## src/rtl/block_interleaver_pp_if.sv

```systemverilog
// Stream handshake bundle for block_interleaver_pp.
// master drives symbols in and accepts them out; slave is the interleaver.
interface block_interleaver_pp_if #(
  parameter int WIDTH = 1
);
  logic             mode;
  logic [WIDTH-1:0] din;
  logic             din_valid;
  logic             din_ready;
  logic [WIDTH-1:0] dout;
  logic             dout_valid;
  logic             dout_ready;
  logic             dout_sop;
  logic             dout_eop;

  modport master (
    output mode,
    output din,
    output din_valid,
    input  din_ready,
    input  dout,
    input  dout_valid,
    output dout_ready,
    input  dout_sop,
    input  dout_eop
  );

  modport slave (
    input  mode,
    input  din,
    input  din_valid,
    output din_ready,
    output dout,
    output dout_valid,
    input  dout_ready,
    output dout_sop,
    output dout_eop
  );
endinterface

```

## src/rtl/block_interleaver_pp.sv

```systemverilog
// Row/column block (de)interleaver with ping-pong banks.
// One bank fills linearly while the other is read in permuted order.
module block_interleaver_pp #(
  parameter int WIDTH = 1,
  parameter int ROWS  = 4,
  parameter int COLS  = 4
) (
  input  logic                 clk2,
  input  logic                 rst,
  block_interleaver_pp_if.slave bus
);

  localparam int N  = ROWS * COLS;
  localparam int AW = $clog2(N);
  localparam int RW = $clog2(ROWS);
  localparam int CW = $clog2(COLS);

  localparam logic [AW-1:0] A_LAST = AW'(N - 1);
  localparam logic [RW-1:0] R_LAST = RW'(ROWS - 1);
  localparam logic [CW-1:0] C_LAST = CW'(COLS - 1);

  logic [WIDTH-1:0] mem [2][N];

  logic [1:0]       full;
  logic [1:0]       bank_mode;
  logic             wr_bank;
  logic             rd_bank;
  logic [AW-1:0]    wr_addr;
  logic [AW-1:0]    rd_addr;
  logic [RW-1:0]    r_idx;
  logic [CW-1:0]    c_idx;
  logic [RW-1:0]    r_nxt;
  logic [CW-1:0]    c_nxt;
  logic [WIDTH-1:0] dout_q;
  logic             valid_q;
  logic             sop_q;
  logic             eop_q;

  logic wr_fire;
  logic wr_last;
  logic rd_mode;
  logic rd_load;
  logic rd_first;
  logic rd_last;
  logic r_wrap;
  logic c_wrap;

  assign bus.din_ready  = !full[wr_bank];
  assign bus.dout       = dout_q;
  assign bus.dout_valid = valid_q;
  assign bus.dout_sop   = sop_q;
  assign bus.dout_eop   = eop_q;

  assign wr_fire  = bus.din_valid && !full[wr_bank];
  assign wr_last  = wr_fire && (wr_addr == A_LAST);
  assign rd_mode  = bank_mode[rd_bank];
  assign rd_load  = full[rd_bank] && (!valid_q || bus.dout_ready);
  assign r_wrap   = (r_idx == R_LAST);
  assign c_wrap   = (c_idx == C_LAST);
  assign rd_first = (r_idx == '0) && (c_idx == '0);
  assign rd_last  = r_wrap && c_wrap;

  // mode 0 walks columns outer / rows inner; mode 1 is the transpose
  always_comb begin
    rd_addr = '0;
    unique case (1'b1)
      !rd_mode:
        rd_addr = AW'(int'(r_idx) * COLS + int'(c_idx));
      rd_mode:
        rd_addr = AW'(int'(c_idx) * ROWS + int'(r_idx));
    endcase
  end

  always_comb begin
    r_nxt = r_idx;
    c_nxt = c_idx;
    unique case (1'b1)
      !rd_mode: begin
        r_nxt = r_wrap ? '0 : r_idx + RW'(1);
        if (r_wrap)
          c_nxt = c_wrap ? '0 : c_idx + CW'(1);
      end
      rd_mode: begin
        c_nxt = c_wrap ? '0 : c_idx + CW'(1);
        if (c_wrap)
          r_nxt = r_wrap ? '0 : r_idx + RW'(1);
      end
    endcase
  end

  always_ff @(posedge clk2) begin
    if (wr_fire)
      mem[wr_bank][wr_addr] <= bus.din;
  end

  always_ff @(posedge clk2) begin
    if (rst) begin
      full      <= '0;
      bank_mode <= '0;
      wr_bank   <= 1'b0;
      rd_bank   <= 1'b0;
      wr_addr   <= '0;
      r_idx     <= '0;
      c_idx     <= '0;
      dout_q    <= '0;
      valid_q   <= 1'b0;
      sop_q     <= 1'b0;
      eop_q     <= 1'b0;
    end else begin
      if (wr_fire) begin
        if (wr_addr == '0)
          bank_mode[wr_bank] <= bus.mode;
        if (wr_last) begin
          full[wr_bank] <= 1'b1;
          wr_bank       <= ~wr_bank;
          wr_addr       <= '0;
        end else begin
          wr_addr <= wr_addr + AW'(1);
        end
      end
      // write and drain always target different banks
      if (rd_load) begin
        dout_q  <= mem[rd_bank][rd_addr];
        valid_q <= 1'b1;
        sop_q   <= rd_first;
        eop_q   <= rd_last;
        r_idx   <= r_nxt;
        c_idx   <= c_nxt;
        if (rd_last) begin
          full[rd_bank] <= 1'b0;
          rd_bank       <= ~rd_bank;
        end
      end else if (bus.dout_ready) begin
        valid_q <= 1'b0;
        sop_q   <= 1'b0;
        eop_q   <= 1'b0;
      end
    end
  end

endmodule
```

## src/flat_wrapper.sv

```systemverilog
// flat-port wrapper written by rule: the top's interface ports become plain ports
module block_interleaver_pp_flat 
#(
  parameter int WIDTH = 1,
  parameter int ROWS  = 4,
  parameter int COLS  = 4
)
  (clk2, rst, bus_mode, bus_din, bus_din_valid, bus_din_ready, bus_dout, bus_dout_valid, bus_dout_ready, bus_dout_sop, bus_dout_eop);
  block_interleaver_pp_if #(.WIDTH(WIDTH)) bus_i ();
  input  logic clk2;
  input  logic rst;
  input wire logic [$bits(bus_i.mode)-1:0] bus_mode;
  input wire logic [$bits(bus_i.din)-1:0] bus_din;
  input wire logic [$bits(bus_i.din_valid)-1:0] bus_din_valid;
  output wire logic [$bits(bus_i.din_ready)-1:0] bus_din_ready;
  output wire logic [$bits(bus_i.dout)-1:0] bus_dout;
  output wire logic [$bits(bus_i.dout_valid)-1:0] bus_dout_valid;
  input wire logic [$bits(bus_i.dout_ready)-1:0] bus_dout_ready;
  output wire logic [$bits(bus_i.dout_sop)-1:0] bus_dout_sop;
  output wire logic [$bits(bus_i.dout_eop)-1:0] bus_dout_eop;
  assign bus_i.mode = bus_mode;
  assign bus_i.din = bus_din;
  assign bus_i.din_valid = bus_din_valid;
  assign bus_din_ready = bus_i.din_ready;
  assign bus_dout = bus_i.dout;
  assign bus_dout_valid = bus_i.dout_valid;
  assign bus_i.dout_ready = bus_dout_ready;
  assign bus_dout_sop = bus_i.dout_sop;
  assign bus_dout_eop = bus_i.dout_eop;
  block_interleaver_pp #(.WIDTH(WIDTH), .ROWS(ROWS), .COLS(COLS)) u_core (.clk2(clk2), .rst(rst), .bus(bus_i));
endmodule
```

## config.mk

```make
export PLATFORM = sky130hd
export DESIGN_NAME = block_interleaver_pp_flat
export DESIGN_NICKNAME = d
export VERILOG_FILES = /design/src/rtl/block_interleaver_pp_if.sv /design/src/rtl/block_interleaver_pp.sv /design/src/flat_wrapper.sv
export SDC_FILE = /design/constraint.sdc
export NUM_CORES = 1
export LEC_CHECK = 0
export ABC_CLOCK_PERIOD_IN_PS = 4830
export BUFFER_PORTS_ARGS = -buffer_cell sky130_fd_sc_hd__buf_2
export CORE_ASPECT_RATIO = 0.9
export CORE_MARGIN = 8
export CORE_UTILIZATION = 47
export CTS_BUF_LIST = sky130_fd_sc_hd__clkbuf_16
export DETAILED_ROUTE_END_ITERATION = 12
export HOLD_SLACK_MARGIN = 0.15
export PLACE_DENSITY = 0.75
export SLEW_MARGIN = 10
export SYNTH_ARGS = -nofsm -noshare
export SYNTH_HDL_FRONTEND = slang
export SYNTH_SLANG_ARGS = --single-unit
```

## constraint.sdc

```tcl
create_clock -name clk2 -period 4.83 [get_ports clk2]
set_input_delay 1.2075 -clock clk2 [delete_from_list [all_inputs] [get_ports clk2]]
set_output_delay 1.2075 -clock clk2 [all_outputs]
set_load 0.01 [all_outputs]
```

==> results.txt <==
Post-CTS timing repair inserted 0 buffers for setup. The chip width came out at 91.3 microns. The cell count along the critical path came out at 6. The post-synthesis to final-layout area growth came out at 9.97%.

Of the synthesized area, sequential elements account for 0.560. The slew of the pin with the lowest slew margin is 1.13 ns. The stage delay of the slowest cell on the critical path came out at 0.99 ns. The total nets after synthesis came out at 234. The internal portion of the total power is 667 uW. The power share of the combinational group is 0.032. After synthesis the cells add up to 2400 sq um.

The initial antenna violation count was 0. The number of cells on the worst reg-to-reg path came out at 6. Counting every sink on the clock net gives 51. The worst path setup slack after routing came out at 1.73 ns. After detailed routing, the number of vias per cell comes to 5.59. The mux cell area share after synthesis is 0.106. After synthesis, the largest family of logic cells by area is simple AND/OR/NAND/NOR gates.

The final hold violation count came out at 0. After global routing the overflow that remains totals 0. In this run the remaining antenna-violating nets after routing total 0.

The flow ran to the end, and the final reports show no timing, DRC or antenna violations. At the worst endpoint, the required time is 5.04 ns. After synthesis, the cell types taking the most area are sky130_fd_sc_hd__edfxtp_1, sky130_fd_sc_hd__dfxtp_1, sky130_fd_sc_hd__nor2_1. The DRC violation count after routing came out at 0. For this design, the CTS-stage hold fixing added 0 buffers. The worst register-to-register path has a setup slack of 1.73 ns. The count of buffer and inverter cells on the critical path is 0. The highest clock frequency the design can meet came out at 323 MHz. The total length of routed wires is 4630 microns. The end point of the critical path is u_core.bus.dout. The first detailed-routing pass ran for 4 iterations. The minimum period implied by the final worst setup slack came out at 3.10 ns. The clock-pin transition on the worst setup and hold timing paths is 0.07 ns. The TritonCTS buffer count came out at 5. The maximum fanout count along the critical path is 11. The number of design-rule violations left by the first detailed-router iteration is 113.

Counting flops and latches in the post-synthesis netlist gives 51. Among all cell types in the netlist, the one instantiated most often is sky130_fd_sc_hd__nor2_1. The worst register-to-register path ends at u_core.bus.dout. STA puts the critical path data arrival time at 3.30 ns. For this configuration, the core starts out at a cell density of 0.490.

The area after detailed placement is 2490 sq um. The cell family with the largest share of critical-path delay is multiplexers. The compound-cell area share of the yosys netlist came out at 0.0856. In the synthesized netlist, the number of instances is 220. TritonCTS built the clock tree.

The share of the synthesized area in the top cell type came out at 0.401. The proportion of synthesized flip-flops having asynchronous set or reset is 0. The worst setup path is captured at a flip-flop.

OpenSTA, run right after detailed placement, puts the worst setup slack at 1.87 ns. The sequential share of power came out at 0.550. For this run, the leading register cell type out of synthesis is sky130_fd_sc_hd__edfxtp_1. The worst clock skew is 0.00450 ns. The number of warning messages in the yosys log came out at 0.

The die outline height came out at 83.7 microns. Routability-driven placement finished with a final weighted congestion of 0.803. Walking the worst path, the cells encountered are mux2i_2 -> mux2i_1 -> mux2i_1 -> a2111oi_2 -> o211ai_1 -> o221ai_1.

The number of port buffers is 10. Setup violations remaining at the end of the flow were counted as 0. The maximum root-to-sink buffer count came out at 2. The share of total power dissipated in the clock network is 0.418. The switching part of the total is 0.215. The final-layout setup total negative slack came out at 0 ns. For this run, the post-layout net count is 241. In this run the number of H-tree levels came out at 2. The slowest stage cell on the critical path is sky130_fd_sc_hd__mux2i_1. The I/O pin count came out at 11.

The largest vdd supply drop is 0.000206 V. By count the netlist is led by sky130_fd_sc_hd__nor2_1, sky130_fd_sc_hd__edfxtp_1, sky130_fd_sc_hd__dfxtp_1, sky130_fd_sc_hd__nand2_1, sky130_fd_sc_hd__mux2i_1. The share of synthesized cell area in full adder, half adder and majority cells came out at 0.0418. In this run, synthesis inferred 32 flip-flops with an integrated enable. Setup repair after global routing left no endpoint under its margin.

The number of distinct standard cells referenced by the synthesized netlist is 36. The core area came out at 4890 sq um. The finished layout cell area is 2640 sq um. The first global-routing pass estimated 7910 microns of wire. The simple-gate share of the synthesized area came out at 0.159. The fraction of final layout cells with drive strength greater than 1 came out at 0.127. The critical path starts at u_core.rd_bank. The root buffer cell is sky130_fd_sc_hd__clkbuf_16. The leakage power total is 0.934 nW. The via count of the first global-routing pass is 1583.

The repair_antennas step left the layout with diodes totalling 0. The worst slew slack as a fraction of its limit came out at 0.225. The beginning of the worst register-to-register path is u_core.rd_bank. The average instance area after synthesis is 10.9 sq um.

For this run, the total global-route usage over all layers was measured as 0.129. The die covers 7640 sq um. The ratio of total power to cell area came out at 322 nW/um^2. The count of cells resized by post-cts repair came out at 0.

Summing over every cut layer, the via total after detailed routing is 1638. In the final routed layout, each cell accounts on average for 15.8 microns. The switching power summed over all nets is 182 uW. The worst hold path belongs to the class reg2reg. The parity-gate share of the synthesized area counting xor and xnor cells is 0.0146.

The clock insertion delay at the later pin of the skew report came out at 0.29 ns. Across the run, the number of max-cap violations was 0. Detailed placement ended at an HPWL of 3240 microns.

The critical path's most frequent cell is sky130_fd_sc_hd__mux2i_1. The setup path with the least slack is of type reg2reg. The leading area contributor after synthesis is sky130_fd_sc_hd__edfxtp_1. The startpoint type of the worst setup path is a flip-flop. The row count is 24.

The portion of the clock cycle consumed by the worst path in the final layout came out at 0.641. The max-slew violation count came to 0. The maximum number of pins on one net before global-route repair is 33.
==> how the worst min path moves through the flow <==
stage / slack (ns) / start / cells past startpoint / endpoint
3_3_place_gp: 0.46 / u_core.bus.dout_valid / 2 / u_core.bus.dout_valid
3_5_place_dp: 0.46 / u_core.bus.dout_eop / 2 / u_core.bus.dout_eop
2_1_floorplan: 0.47 / u_core.bank_mode[1] / 2 / u_core.bank_mode[1]
6_report: 0.47 / u_core.bus.dout_eop / 2 / u_core.bus.dout_eop
5_1_grt: 0.49 / u_core.bus.dout_eop / 2 / u_core.bus.dout_eop
4_1_cts: 0.47 / u_core.bus.dout_eop / 2 / u_core.bus.dout_eop
==> placed cells by master, fill, tap and decap left out, drive strengths merged, types with 3 or more instances in the layout <==
cell type   n
nor2       41
edfxtp     32
dfxtp      19
nand2      16
mux2i      16
a21oi      12
nor3       11
inv        11
buf        10
ha          8
nand3       6
clkbuf      5
o21ai       4
mux4        3
a211o       3
==> stage by stage <==
step	utilization	instances	power (mW)	hold slack (ns)
global placement	0.508	285	0.504	0.457
finish	0.538	293	0.850	0.472
floorplan	-	220	0.494	0.473
CTS	0.538	293	0.857	0.474
detailed placement	0.508	285	0.505	0.464
global route	0.538	293	0.880	0.491
==> area by class of cell <==
class | count | area [sq um]
multi-input combinational | 149 | 976
clock buffer | 5 | 125
tap | 65 | 81.3
timing repair buffer | 10 | 50.0
fill | 411 | 2260
sequential | 51 | 1340
clock inverter | 3 | 23.8
inverter | 10 | 37.5
==> flip-flops by register name, summed over array words and instances, names as in the netlist, named ones only <==
signal / count
u_core.rd_bank: 1
u_core.mem: 32
u_core.bus.dout_valid: 1
u_core.bus.dout_eop: 1
u_core.r_idx: 2
u_core.wr_addr: 4
u_core.bus.dout_sop: 1
u_core.bank_mode: 2
u_core.wr_bank: 1
u_core.full: 2
u_core.c_idx: 2
u_core.bus.dout: 1
==> routing by layer <==
| layer | up-vias | share of wire | GRT usage |
|---|---|---|---|
| met4 | 0 | 0.020 | 0.0639 |
| li1 | 796 | - | - |
| met2 | 45 | 0.46 | 0.191 |
| met3 | 8 | 0.040 | 0.0351 |
| met5 | - | 0 | 0 |
| met1 | 789 | 0.48 | 0.167 |
==> worst reg2reg max path: cells and delay by family (launching register included) <==
| kind | cells | cell delay [ns] |
|---|---|---|
| flops | 1 | 0.46 |
| compound gates | 3 | 0.80 |
| mux | 3 | 1.74 |
==> logic make-up (layout without fill, tap and decap cells) <==
logic type,Yosys count,in the layout
DFF,51,51
adders and majority gates,8,8
buffers and inverters,20,28
muxes,21,21
xor gates and xnor gates,4,4
and+or+nand+nor,86,86
AOI/OAI and AO/OA,30,30
==> power groups by stage <==
stage / Sequential, mW / Combinational (mW) / Clock [mW]
4_1_cts: 0.468 / 0.0272 / 0.362
6_report: 0.468 / 0.0269 / 0.355
3_3_place_gp: 0.477 / 0.0265 / 0
2_1_floorplan: 0.477 / 0.0173 / 0
5_1_grt: 0.468 / 0.0307 / 0.381
3_5_place_dp: 0.478 / 0.0271 / 0
(Power assumes the default switching activity.)
